## src/rtl/bist_seq_ctrl.sv

```systemverilog
// BIST sequencer: runs M_ROUND rounds of N_PAT pattern-step cycles, each round closed by a
// one-cycle gap, then compares the MISR signature against GOLDEN. Supports abort.
module bist_seq_ctrl #(
    parameter int               N_PAT   = 9,
    parameter int               M_ROUND = 9,
    parameter int               CNT_W   = 4,
    parameter int               SIG_W   = 16,
    parameter logic [SIG_W-1:0] GOLDEN  = '0
) (
    input  logic             CLK,
    input  logic             RESET_N,
    input  logic             START,
    input  logic             ABORT,
    input  logic [SIG_W-1:0] SIG_IN,
    output logic             INIT,
    output logic             RUNNING,
    output logic             OUT,
    output logic             ROUND_DONE,
    output logic             FINISH,
    output logic             BIST_END,
    output logic             PASS,
    output logic             ABORTED,
    output logic [CNT_W-1:0] PAT_IDX,
    output logic [CNT_W-1:0] ROUND_IDX
);

    localparam logic [CNT_W-1:0] PAT_LAST = CNT_W'(N_PAT - 1);
    localparam logic [CNT_W-1:0] RND_LAST = CNT_W'(M_ROUND - 1);

    typedef enum logic [2:0] {
        S_IDLE = 3'd0,
        S_ARM  = 3'd1,
        S_INIT = 3'd2,
        S_RUN  = 3'd3,
        S_GAP  = 3'd4,
        S_FIN  = 3'd5,
        S_DONE = 3'd6
    } state_t;

    state_t state;
    logic   abort_hit;

    assign abort_hit = ABORT && (state == S_INIT || state == S_RUN || state == S_GAP);

    // Outputs are registered alongside the state they belong to, so each one is a pure
    // function of the current state with no input-to-output path.
    always_ff @(posedge CLK or negedge RESET_N) begin
        if (!RESET_N) begin
            state      <= S_IDLE;
            INIT       <= 1'b0;
            RUNNING    <= 1'b0;
            OUT        <= 1'b0;
            ROUND_DONE <= 1'b0;
            FINISH     <= 1'b0;
            BIST_END   <= 1'b0;
            PASS       <= 1'b0;
            ABORTED    <= 1'b0;
            PAT_IDX    <= '0;
            ROUND_IDX  <= '0;
        end else begin
            INIT       <= 1'b0;
            RUNNING    <= 1'b0;
            OUT        <= 1'b0;
            ROUND_DONE <= 1'b0;
            FINISH     <= 1'b0;
            BIST_END   <= 1'b0;
            if (abort_hit) begin
                state     <= S_DONE;
                BIST_END  <= 1'b1;
                ABORTED   <= 1'b1;
                PASS      <= 1'b0;
                PAT_IDX   <= '0;
                ROUND_IDX <= '0;
            end else begin
                case (state)
                    // START must be seen low first so a pin held high through reset cannot launch a run
                    S_IDLE: begin
                        if (!START) state <= S_ARM;
                    end
                    S_ARM: begin
                        if (START) begin
                            state     <= S_INIT;
                            INIT      <= 1'b1;
                            PASS      <= 1'b0;
                            ABORTED   <= 1'b0;
                            PAT_IDX   <= '0;
                            ROUND_IDX <= '0;
                        end
                    end
                    S_INIT: begin
                        state   <= S_RUN;
                        RUNNING <= 1'b1;
                        OUT     <= 1'b1;
                    end
                    S_RUN: begin
                        RUNNING <= 1'b1;
                        if (PAT_IDX == PAT_LAST) begin
                            state      <= S_GAP;
                            PAT_IDX    <= '0;
                            ROUND_DONE <= 1'b1;
                        end else begin
                            PAT_IDX <= PAT_IDX + 1'b1;
                            OUT     <= 1'b1;
                        end
                    end
                    S_GAP: begin
                        if (ROUND_IDX == RND_LAST) begin
                            state     <= S_FIN;
                            ROUND_IDX <= '0;
                            FINISH    <= 1'b1;
                        end else begin
                            state     <= S_RUN;
                            ROUND_IDX <= ROUND_IDX + 1'b1;
                            RUNNING   <= 1'b1;
                            OUT       <= 1'b1;
                        end
                    end
                    S_FIN: begin
                        state    <= S_DONE;
                        BIST_END <= 1'b1;
                        PASS     <= (SIG_IN == GOLDEN);
                    end
                    S_DONE: begin
                        if (!START) state <= S_ARM;
                        else        BIST_END <= 1'b1;
                    end
                    default: begin
                        state     <= S_IDLE;
                        PASS      <= 1'b0;
                        ABORTED   <= 1'b0;
                        PAT_IDX   <= '0;
                        ROUND_IDX <= '0;
                    end
                endcase
            end
        end
    end

endmodule

```

## config.mk

```make
export PLATFORM = sky130hd
export DESIGN_NAME = bist_seq_ctrl
export DESIGN_NICKNAME = d
export VERILOG_FILES = /design/src/rtl/bist_seq_ctrl.sv
export SDC_FILE = /design/constraint.sdc
export NUM_CORES = 1
export LEC_CHECK = 0
export CORE_ASPECT_RATIO = 1.5
export CORE_MARGIN = 5
export CORE_UTILIZATION = 46
export DETAILED_ROUTE_END_ITERATION = 10
export MAX_ROUTING_LAYER = met4
export PLACE_DENSITY = 0.84
export SYNTH_ARGS = -nofsm -noshare
export SYNTH_HDL_FRONTEND = slang
export SYNTH_SLANG_ARGS = --single-unit
export TNS_END_PERCENT = 1
```

## constraint.sdc

```tcl
create_clock -name CLK -period 1.8 [get_ports CLK]
set_input_delay 0.36 -clock CLK [delete_from_list [all_inputs] [get_ports CLK]]
set_output_delay 0.36 -clock CLK [all_outputs]
set_load 0.03 [all_outputs]
```

==> impl_metrics.env <==
export IMPL_status="completed"
export IMPL_drive_gt1_frac=0.1257
export IMPL_via_count=1034
export IMPL_drtPass1Iterations=4
export IMPL_power_mw=1.874
export IMPL_dp_final_hpwl_mm=2.304
export IMPL_worstPathRequired_ns=1.44
export IMPL_async_flop_share=1.000
export IMPL_synthFlopType="dfrtp_1"
export IMPL_synthTopCellsByArea="dfrtp_1 (41%), o21ai_0 (5.6%), ha_1 (4.3%)"
export IMPL_ys_seq_area_frac=0.4073
export IMPL_setup_viol=0
export IMPL_rsz0062_at_grt="no"
export IMPL_stdcell_count=191
export IMPL_io_buffer_count=35
export IMPL_cts_root_buf="clkbuf_4"
export IMPL_cp_depth=1
export IMPL_clk_pin_slew_worst_paths_ns=0.11
export IMPL_max_freq_mhz=572.3
export IMPL_drc=0
export IMPL_antenna_found_initial=0
export IMPL_grt_use_total=0.1770
export IMPL_synth_area_um2=1167
export IMPL_critPathSlowestCell="clkdlybuf4s50_1"
export IMPL_drtIter0Drc=17
export IMPL_cts_buffers=3
export IMPL_cts_tree="built"
export IMPL_dp_cells=187
export IMPL_wl_mm=2.945
export IMPL_leakage_nw=0.7592
export IMPL_crit_family="buffers and inverters"
export IMPL_r2r_start="state[2]$_DFFE_PN0P_"
export IMPL_tightest_slew_ns=0.5351
export IMPL_fin_nets=192
export IMPL_die_h_um=71.70
export IMPL_synth_edff_count=0
export IMPL_cts_sinks=19
export IMPL_crit_start="ABORTED$_DFFE_PN0P_"
export IMPL_synth_avg_cell_area_um2=9.339
export IMPL_maxCapViolCount=0
export IMPL_synth_distinct_cells=42
export IMPL_clk_path_buf_depth=2
export IMPL_cp_endpoint="ABORTED"
export IMPL_start_util=0.4765
export IMPL_syn_num_nets=149
export IMPL_critPathMaxStageDelay_ns=0.68
export IMPL_pwr_density_cell_nw_per_um2=1166
export IMPL_path_cells="clkdlybuf4s50_1"
export IMPL_rows=22
export IMPL_grt_pass1_vias=1091
export IMPL_dieArea_um2=3666
export IMPL_hold_path_class="input port to async pin"
export IMPL_cts_setup_buffers=0
export IMPL_yosys_area_top_type="dfrtp_1"
export IMPL_tns_ns=0
export IMPL_antennaDiodeCount=0
export IMPL_grt_pass1_wl_mm=4.795
export IMPL_detail_route_wl_per_cell_um=15.42
export IMPL_fin_crit_ns=1.747
export IMPL_coreArea_um2=2450
export IMPL_slew_headroom=0.6433
export IMPL_final_antenna_net_count=0
export IMPL_grt_max_degree=20
export IMPL_arrival_ns=1.39
export IMPL_slew_viol_final=0
export IMPL_peakVddDrop_mv=0.8534
export IMPL_crit_fanout=4
export IMPL_synth_cells=125
export IMPL_hold_buffers=0
export IMPL_overflow=0
export IMPL_insertion_delay_ns=0.31
export IMPL_syn_to_final_growth_pct=37.62
export IMPL_io_pins=36
export IMPL_r2r_cells=4
export IMPL_cts_htree_levels=1
export IMPL_crit_path_start_kind="flop"
export IMPL_via_per_inst=5.414
export IMPL_hold_worst_slack_ns=0.3710
export IMPL_gp_congestion=0.8001
export IMPL_hold_viol=0
export IMPL_fin_crit_sh=0.9708
export IMPL_crit_type="flop to primary output"
export IMPL_rrSetupSlack_ns=0.15
export IMPL_chipWidth_um=51.13
export IMPL_path_buf_inv=1
export IMPL_reg2reg_to="PAT_IDX[2]$_DFFE_PN0P_"
export IMPL_fin_skew_ns=0.001522
export IMPL_ys_seq_elements=19
export IMPL_yosys_warnings=0
export IMPL_cp_end_kind="primary output"
export IMPL_yosysTopAreaCellShare=0.4073
[power breakdown]
part           switching [mW]  total [mW]  internal (mW)
combinational           0.487       0.951          0.464
clock                   0.145       0.228         0.0833
sequential              0.174       0.694          0.520
[area by class of cell]
type	count	area, um2
sequential	19	475.5
multi-input combinational	94	635.6
clock buffer	3	22.52
tap	24	30.03
timing repair buffer	44	415.4
fill	209	843.3
inverter	6	22.52
clock inverter	1	5.005
[stage by stage]
step / util / setup slack [ns] / area (um2)
finish: 0.6558 / 0.05262 / 1607
global route: 0.6558 / 0.02547 / 1607
CTS: 0.6537 / 0.00003664 / 1602
detailed placement: 0.6456 / -0.02274 / 1582
global placement: 0.6456 / 0.03864 / 1582
floorplan: - / 0.3810 / 1167
[per-layer routing]
layer  global-route usage  vias to the layer above  part of all wire
li1                     -                      525                 -
met1               0.1673                      483              0.40
met2               0.3501                       21              0.56
met3              0.02079                        5             0.026
met4              0.06287                        0             0.014
met5                    -                        -                 0
[cell usage after synthesis, drive strengths merged, types with 2 or more instances]
master	n
buf	5
and3b	2
dfrtp	19
nand2	9
a21oi	7
inv	6
nand2b	3
a22o	4
nor2	10
nand3	3
and2	2
nor3b	5
ha	4
nand3b	3
and4bb	2
o21ai	16
nor2b	5
xor2	2
nor4	3
[cell families after synthesis]
| group | share of synthesized area |
|---|---|
| adder cells (fa/ha/maj) | 0.04287 |
| AO/OA/AOI/OAI | 0.1683 |
| flip-flops | 0.4073 |
| XOR/XNOR | 0.02251 |
| buffers and inverters | 0.04822 |
| AND/OR/NAND/NOR | 0.3108 |
[sequential cells by signal, summed over array words and instances, names as in the netlist]
signal	cells
PAT_IDX	4
ROUND_IDX	4
RUNNING	1
ABORTED	1
INIT	1
PASS	1
state	3
OUT	1
ROUND_DONE	1
FINISH	1
BIST_END	1
[how the worst min path moves through the flow]
stage,depth (start not counted),slack [ns],end
after floorplan,0,0.06,ABORTED$_DFFE_PN0P_
after global placement,2,0.50,PASS$_DFFE_PN0P_
after detailed placement,2,0.50,PASS$_DFFE_PN0P_
after CTS,2,0.38,PAT_IDX[1]$_DFFE_PN0P_
after global routing,2,0.40,PAT_IDX[1]$_DFFE_PN0P_
final,2,0.37,PAT_IDX[1]$_DFFE_PN0P_
[what timing repair did]
| item | 4_1_cts | 5_1_grt |
|---|---|---|
| pin swaps | 0 | 0 |
| gates resized for setup | 6 | 2 |
| setup endpoints to repair | 6 | 2 |
[cells in the final DEF (no fill, tap or decap), types with 2 or more instances in the layout]
| master | instances |
|---|---|
| clkbuf_4 | 3 |
| ha_1 | 4 |
| dlygate4sd2_1 | 6 |
| xor2_1 | 2 |
| nand2_1 | 9 |
| buf_4 | 9 |
| dfrtp_1 | 19 |
| o21ai_0 | 13 |
| nor2_1 | 10 |
| nand3_1 | 3 |
| o21ai_1 | 2 |
| nor4_1 | 2 |
| and3b_1 | 2 |
| nor2b_1 | 4 |
| nand3b_1 | 3 |
| nor3b_1 | 4 |
| a21oi_1 | 7 |
| inv_1 | 6 |
| nand2b_1 | 3 |
| clkdlybuf4s50_1 | 27 |
| dlymetal6s2s_1 | 2 |
| a22o_1 | 4 |
(Power assumes the default switching activity.)
